## src/rtl/if_stage_fetch.sv

```systemverilog
// ---------------------------------------------------------------------------
// if_stage_fetch
//
// Instruction-fetch stage of the pipelined LEGv8 CPU. Owns the PC, fetches
// instruction words from instruction memory and loads the IF/ID pipeline
// register. It also drives the ID-stage control unit's opcode input
// (instruction[31:21] of the IF/ID word).
//
// Ports:
//   clk, rst_n     clock (rising edge) and asynchronous active-low reset
//   stall          hazard unit: hold IF/ID and the PC
//   branch_taken   MEM-stage redirect: flush IF/ID, fetch from branch_target
//   branch_target  redirect address; bits [1:0] are forced to 00
//   imem_req/addr  fetch request and its address
//   imem_ack/rdata memory returns the instruction word this cycle
//   if_id_valid    IF/ID holds a real instruction
//   if_id_pc       PC of the IF/ID instruction
//   if_id_instr    IF/ID instruction word
//   opcode         if_id_instr[31:21] when if_id_valid=1, else 0
//
// Memory handshake: a transfer happens on a rising edge where imem_req=1 and
// imem_ack=1. Once imem_req is raised it stays high with imem_addr unchanged
// until that transfer; there is no cancellation. imem_ack while imem_req=0
// is ignored. imem_ack may be asserted in the same cycle imem_req rises.
// ---------------------------------------------------------------------------
module if_stage_fetch #(
    parameter int                 ADDR_W   = 64,
    parameter logic [ADDR_W-1:0]  RESET_PC = '0
) (
    input  logic              clk,
    input  logic              rst_n,
    input  logic              stall,
    input  logic              branch_taken,
    input  logic [ADDR_W-1:0] branch_target,
    output logic              imem_req,
    output logic [ADDR_W-1:0] imem_addr,
    input  logic              imem_ack,
    input  logic [31:0]       imem_rdata,
    output logic              if_id_valid,
    output logic [ADDR_W-1:0] if_id_pc,
    output logic [31:0]       if_id_instr,
    output logic [10:0]       opcode
);

    // FETCH    : request outstanding at pc (except the first cycle after reset)
    // BUFFERED : a word arrived during a stall and waits in buf_q
    // DISCARD  : a redirect hit while a request was in flight; the request
    //            must still complete, its data is dropped, then pc <= pend_q
    typedef enum logic [1:0] {
        ST_FETCH    = 2'd0,
        ST_BUFFERED = 2'd1,
        ST_DISCARD  = 2'd2
    } state_e;

    state_e            state_q,   state_d;
    logic [ADDR_W-1:0] pc_q,      pc_d;
    logic              req_q,     req_d;
    logic [31:0]       buf_q,     buf_d;
    logic [ADDR_W-1:0] buf_pc_q,  buf_pc_d;
    logic [ADDR_W-1:0] pend_q,    pend_d;
    logic              valid_q,   valid_d;
    logic [ADDR_W-1:0] id_pc_q,   id_pc_d;
    logic [31:0]       instr_q,   instr_d;
    logic [10:0]       opcode_q,  opcode_d;

    logic              ack_ok;
    logic [ADDR_W-1:0] target_al;
    logic [ADDR_W-1:0] pc_inc;

    assign ack_ok    = imem_ack & req_q;
    assign target_al = {branch_target[ADDR_W-1:2], 2'b00};
    assign pc_inc    = pc_q + ADDR_W'(4);   // wraps modulo 2^ADDR_W

    always_comb begin
        state_d  = state_q;
        pc_d     = pc_q;
        req_d    = req_q;
        buf_d    = buf_q;
        buf_pc_d = buf_pc_q;
        pend_d   = pend_q;
        valid_d  = valid_q;
        id_pc_d  = id_pc_q;
        instr_d  = instr_q;

        case (state_q)
            ST_FETCH: begin
                req_d = 1'b1;
                if (!req_q) begin
                    // First cycle after reset: no request on the bus yet.
                    if (branch_taken) begin
                        pc_d    = target_al;
                        valid_d = 1'b0;
                    end else if (!stall) begin
                        valid_d = 1'b0;
                    end
                end else if (imem_ack) begin
                    if (branch_taken) begin
                        pc_d    = target_al;
                        valid_d = 1'b0;
                    end else if (stall) begin
                        buf_d    = imem_rdata;
                        buf_pc_d = pc_q;
                        pc_d     = pc_inc;
                        req_d    = 1'b0;
                        state_d  = ST_BUFFERED;
                    end else begin
                        valid_d = 1'b1;
                        id_pc_d = pc_q;
                        instr_d = imem_rdata;
                        pc_d    = pc_inc;
                    end
                end else begin
                    if (branch_taken) begin
                        pend_d  = target_al;
                        valid_d = 1'b0;
                        state_d = ST_DISCARD;
                    end else if (!stall) begin
                        valid_d = 1'b0;
                    end
                end
            end

            ST_BUFFERED: begin
                if (branch_taken) begin
                    pc_d    = target_al;
                    valid_d = 1'b0;
                    req_d   = 1'b1;
                    state_d = ST_FETCH;
                end else if (!stall) begin
                    valid_d = 1'b1;
                    id_pc_d = buf_pc_q;
                    instr_d = buf_q;
                    req_d   = 1'b1;
                    state_d = ST_FETCH;
                end
            end

            ST_DISCARD: begin
                valid_d = 1'b0;
                req_d   = 1'b1;
                if (ack_ok) begin
                    // A redirect in the completing cycle beats the pending one.
                    pc_d    = branch_taken ? target_al : pend_q;
                    state_d = ST_FETCH;
                end else if (branch_taken) begin
                    pend_d = target_al;
                end
            end

            default: begin
                state_d = ST_FETCH;
                req_d   = 1'b1;
                valid_d = 1'b0;
            end
        endcase

        opcode_d = valid_d ? instr_d[31:21] : 11'd0;
    end

    always_ff @(posedge clk or negedge rst_n) begin
        if (!rst_n) begin
            state_q  <= ST_FETCH;
            pc_q     <= RESET_PC;
            req_q    <= 1'b0;
            buf_q    <= '0;
            buf_pc_q <= '0;
            pend_q   <= '0;
            valid_q  <= 1'b0;
            id_pc_q  <= '0;
            instr_q  <= '0;
            opcode_q <= '0;
        end else begin
            state_q  <= state_d;
            pc_q     <= pc_d;
            req_q    <= req_d;
            buf_q    <= buf_d;
            buf_pc_q <= buf_pc_d;
            pend_q   <= pend_d;
            valid_q  <= valid_d;
            id_pc_q  <= id_pc_d;
            instr_q  <= instr_d;
            opcode_q <= opcode_d;
        end
    end

    // pc_q only moves on a completed transfer or while no request is up,
    // so the address stays stable for the whole request.
    assign imem_req    = req_q;
    assign imem_addr   = pc_q;
    assign if_id_valid = valid_q;
    assign if_id_pc    = id_pc_q;
    assign if_id_instr = instr_q;
    assign opcode      = opcode_q;

endmodule

```

## config.mk

```make
export PLATFORM = sky130hd
export DESIGN_NAME = if_stage_fetch
export DESIGN_NICKNAME = d
export VERILOG_FILES = /design/src/rtl/if_stage_fetch.sv
export SDC_FILE = /design/constraint.sdc
export NUM_CORES = 1
export LEC_CHECK = 0
export CAP_MARGIN = 20
export CORE_ASPECT_RATIO = 0.8
export CORE_MARGIN = 2
export CORE_UTILIZATION = 55
export CTS_CLUSTER_SIZE = 10
export DETAILED_ROUTE_END_ITERATION = 8
export PLACE_DENSITY = 0.81
export SYNTH_ARGS = -nofsm -noshare
export SYNTH_HDL_FRONTEND = slang
export SYNTH_SLANG_ARGS = --single-unit
```

## constraint.sdc

```tcl
create_clock -name clk -period 2.4 [get_ports clk]
set_input_delay 0.24 -clock clk [delete_from_list [all_inputs] [get_ports clk]]
set_output_delay 0.24 -clock clk [all_outputs]
set_load 0.02 [all_outputs]
```

# After elaboration in Yosys (flattened, before gate mapping)
# Index checks and enable logic that the tools add are counted.
# totals
out_inout_bits	173
elab_cells	88
inputBits	101
regBits	335
# op_classes
reduce_logical	9
n_eq_ne	16
add_sub_neg	1
n_bitwise	2
n_mux	49
# op_table
op	n
2-to-1 mux 64 bit	15
one-hot mux 64 bit (2 select lines)	2
2-to-1 mux 32 bit	6
one-hot mux 64 bit (3 select lines)	1
adder 64 x 3 -> 64 bit, second input constant	1
one-hot mux 32 bit (2 select lines)	1
inequality test 2 bit, second input constant	9
2-to-1 mux 2 bit	8
inequality test 3 bit, second input constant	5
2-to-1 mux 1 bit	12
2-to-1 mux 11 bit	1
AND reduction 7 bit	1
one-hot mux 2 bit (3 select lines)	1
AND reduction 6 bit	1
AND reduction 5 bit	1
one-hot mux 1 bit (2 select lines)	2
AND reduction 4 bit	1
nonzero test 2 bit	2
AND reduction 3 bit	1
nonzero test 3 bit	1
== test 2 x 1 -> 1 bit, second input constant	1
== test 2 bit, second input constant	1
zero test 2 bit	1
bitwise AND 1 bit	1
NOT 1 bit	1

# Logic depth before layout (Yosys ltp)
# depth
word_depth	6
mapped_depth	10
depth_no_buf	7

# Worst setup path after synthesis
# OpenSTA, ideal clock, no wires.
# synth_path
kind	register to register
startpoint	register pc_q[2], in the netlist imem_addr[2]
endpoint	register pc_q[54], in the netlist imem_addr[54]
stages_incl_launch_ff	7
period_less_slack_ns	2.177
path_buffers	0
arrival_time_ns	2.057
required_ns	2.280
slack_ns	0.223
setup_ns	0.120
cell_sequence	dfrtp_1 -> ha_1 -> nand3_2 -> nor4_4 -> nand4_4 -> or4_1 -> and3_1
# synth_via
elab_chain_cells	5
# synth_rtl
item	line	source
start, declared	56	logic [ADDR_W-1:0] pc_q, pc_d;
start signal, assigned	174	pc_q <= pc_d;
adder 64 x 3 -> 64 bit	72	assign pc_inc = pc_q + ADDR_W'(4);
2-to-1 mux 64 bit	97	if (branch_taken) begin
2-to-1 mux 64 bit	96	end else if (imem_ack) begin
2-to-1 mux 64 bit	88	if (!req_q) begin
one-hot mux 64 bit (3 select lines)	85	case (state_q)
# No other way between the ends. The select of a mux whose other input is x is not followed.
# A chain may end at the register's enable or synchronous reset.

# Worst setup path after layout
# layout_path
startpoint	register pc_q[38], in the netlist imem_addr[38]
endpoint	register pc_q[57], in the netlist imem_addr[57]
# The elaborated chain is that of the path after synthesis.

==> results.rst <==
.. list-table::
   :header-rows: 1

   * - Metric
     - Value
   * - Outcome
     - finished, final reports clean
   * - Wire length of the first global-routing pass
     - 85.2 mm
   * - RSZ-0062 raised after global routing
     - yes
   * - Height of the die
     - 165 microns
   * - Post-synthesis cell area
     - 17800 sq um
   * - R2R Path End
     - imem_addr[57]
   * - Async S/R FF share, synth
     - 1.00
   * - Via-per-instance ratio
     - 6.40
   * - Number of hold violations in the final report
     - 0
   * - Total overflow reported by the global router
     - 0
   * - Cell total after placement
     - 2409
   * - Share of post-route cells with drive strength above 1
     - 0.186
   * - Clock-pin slew on the worst setup and hold paths
     - roughly 0.060 ns
   * - Crit path max-delay cell type
     - dfrtp_1
   * - Most used flip-flop cell after synthesis
     - dfrtp_1
   * - Max-Cap Viols
     - 0
   * - Final-stage net count
     - 2138
   * - Startpoint of the worst register-to-register path
     - imem_addr[38]
   * - Compound-gate portion of the synthesized area
     - 0.187
   * - Clock tree from TritonCTS
     - built
   * - Die area
     - 33800 sq um
   * - End of the critical path
     - imem_addr[57]
   * - Starting utilization of the core area
     - 0.562
   * - Pin count of the biggest net entering global routing
     - 83
   * - Syn. warnings
     - 0
   * - Adder-cell share of the synthesized area
     - 0.00352
   * - Leading cell types in the layout, fill and taps excluded
     - dfrtp_1 (333), clkdlybuf4s50_1 (269), nand2_1 (206)
   * - Combinational family with the most area after synthesis
     - compound AO/OA/AOI/OAI gates
   * - Total number of H-tree levels
     - 2
   * - Skew final
     - 0.0112 ns
   * - Post-Syn Area per Cell
     - just over 10 sq um
   * - Worst relative slew slack
     - 0.603
   * - Final count of pins violating max slew
     - 0
   * - Wire length after detailed routing
     - 54.6 mm
   * - Count of cell types in the netlist
     - 92
   * - Clk_lat worst skew
     - 0.53 ns
   * - Critical path data arrival time
     - 2.73 ns
   * - Measured slew at the worst slew-check pin
     - 0.595 ns
   * - Number of DRC markers after the initial detailed-route iteration
     - 1800
   * - DP Area
     - around 22000 sq um
   * - First-pass DRT Iterations
     - 6
   * - Largest fanout of any net on the critical path
     - 6
   * - Final setup fails
     - 0
   * - EDFF count, synth
     - 0
   * - Boundary pin count
     - roughly 270
   * - DP Wirelength
     - 37.6 mm
   * - Min Tclk post-route
     - 2.31 ns
   * - Root buf cell
     - clkbuf_16
   * - Critical-path cell list
     - nand4_2, nor4_4, buf_4, nand4_2, o21a_1, a311oi_1
   * - Worst slack, placed
     - ~0.12 ns
   * - Initial antenna violation count
     - 8
   * - Average wire length per cell after detail routing
     - ~22 microns
   * - Synthesized instance count
     - 1750
   * - Post-route cell area
     - around 23000 sq um
   * - Std-Cell Core Area
     - 31600 sq um
   * - Weighted congestion reported at the end of routability-driven placement
     - 0.910
   * - CTS sink cnt
     - 335
   * - Worst setup margin
     - 0.0933 ns
   * - Cell row count
     - between 50 and 60
   * - CP Capture Type
     - register
   * - Class of the worst hold path
     - in2reg
   * - Number of nets with antenna violations after detailed routing
     - 0
   * - CP Launch Type
     - register
   * - Slowest stage delay, CP
     - 0.47 ns
   * - Total routing resource utilization after global routing
     - 0.321
   * - Routed via count
     - 15700
   * - Syn_nets
     - 1856
   * - Buffer levels on the longest clock path
     - 3
   * - Simple-gate share of the synthesized area
     - 0.137
   * - Leakage component of the power
     - around 9.4 nW
   * - Leading cell type in the layout, fill and taps excluded
     - dfrtp_1
   * - Internal reg-to-reg setup slack
     - approximately 0.093 ns
   * - Pwr per Cell Area
     - 1450 nW/um^2
   * - Post-route core utilization
     - 0.716
   * - Residual DRC count
     - 0
   * - Kind of critical path
     - reg2reg
   * - Share of the yosys chip area belonging to registers
     - 0.471
   * - FF+latch count, synth
     - 335
   * - Number of port buffers
     - approximately 270
   * - Crit path from
     - imem_addr[38]
   * - Required time of the worst setup path
     - between 2 and 3 ns
   * - Power, Total
     - 32.8 mW
   * - Multiplexer fraction of the synthesized cell area
     - 0.151
   * - Achievable clock frequency
     - 434 MHz
   * - FILL cells
     - 2316
   * - Peak supply drop
     - about 0.0011 V
   * - Count of cells along the worst register-to-register path
     - 6
   * - Fraction of the cycle the final worst path needs
     - 0.961
   * - Die Span X
     - between 200 and 250 microns
   * - CTS Buf Count
     - 39
   * - Post-Synth XOR/XNOR Area
     - 0.000492
   * - Area grow syn2layout
     - 27.3%
   * - Final cell count without fillers
     - about 2500
   * - Number of global-route vias before repair
     - 15500
   * - Critical Path Most Common Cell
     - nand4_2
## power breakdown
group	internal (mW)	switching, mW	total [mW]	leakage (nW)
Sequential	8.34	1.88	10.2	4.15
Clock	2.91	2.18	5.09	0.496
Combinational	7.75	9.73	17.5	4.79
## state kept, by name (all words and copies together), names as in the netlist
register,count
buf_pc_q,64
buf_q,32
if_id_instr,32
if_id_pc,64
if_id_valid,1
imem_addr,64
imem_req,1
opcode,11
pend_q,64
state_q,2
## timing repair
item / CTS / global route
buffers inserted: 0 / 1
endpoints found under the hold margin: 51 / 0
resized for setup: 0 / 8
hold buffers: 1 / 0
endpoints found under the setup margin: 0 / 25
## cell families (layout without fill, tap and decap cells)
kind of cell | Yosys count | after routing
AO/OA/AOI/OAI | 502 | 502
AND/OR/NAND/NOR | 464 | 464
flip-flops | 335 | 335
multiplexers | 250 | 250
buffers and inverters | 193 | 478
adder cells (fa/ha/maj) | 5 | 5
XOR/XNOR | 1 | 1
other | 0 | 5
## Yosys cell counts, types with 23 or more instances
cell,count,area (sq um)
dfrtp_1,335,8380
nand2_1,207,777
o21ai_0,150,751
mux2_2,148,1670
mux2i_1,100,1000
clkbuf_1,82,308
a21oi_1,80,400
a22oi_1,68,510
buf_2,59,295
nor2_1,51,191
nor3_1,32,160
nand3_1,27,135
a211oi_1,23,173
inv_1,23,86.3
nand4_1,23,144
o22ai_1,23,144
## critical path: cells and delay by family, from the launching register on
family | cells | cell delay [ns]
flip-flops | 1 | 0.47
buffers and inverters | 1 | 0.22
AO/OA/AOI/OAI | 2 | 0.56
AND/OR/NAND/NOR | 3 | 0.96
## area by class of cell
class                      count  area, sq um  share of cell area
multi-input combinational   1222         8620               0.380
clock buffer                  43         1000              0.0442
inverter                      24         90.1             0.00398
tap                          420          526              0.0232
sequential                   335         8390               0.370
clock inverter                 1         8.76            0.000387
timing repair buffer         410         4010               0.177
antenna                        5         12.5            0.000552
## layer usage
layer | global-route usage | part of all wire
met5 | 0 | 0.00053
met4 | 0.0981 | 0.024
met3 | 0.0933 | 0.11
met2 | 0.491 | 0.45
met1 | 0.443 | 0.41
## through the flow
stage | hold slack [ns] | TNS, ns
global placement | 0.206 | 0
detailed placement | 0.208 | 0
floorplan | -0.0556 | 0
global route | 0.236 | -0.00301
CTS | 0.209 | 0
finish | 0.237 | 0
## how the worst min path moves through the flow
stage	slack, ns	cells after the start	to	start
after floorplan	-0.06	0	buf_pc_q[0]	rst_n
after global placement	0.21	1	buf_q[3]	rst_n
after detailed placement	0.21	1	if_id_instr[7]	rst_n
after CTS	0.21	3	pend_q[0]	branch_taken
after global routing	0.24	3	pend_q[0]	branch_taken
final	0.24	3	pend_q[0]	branch_taken
No activity file was read; power rests on OpenSTA's default activity.
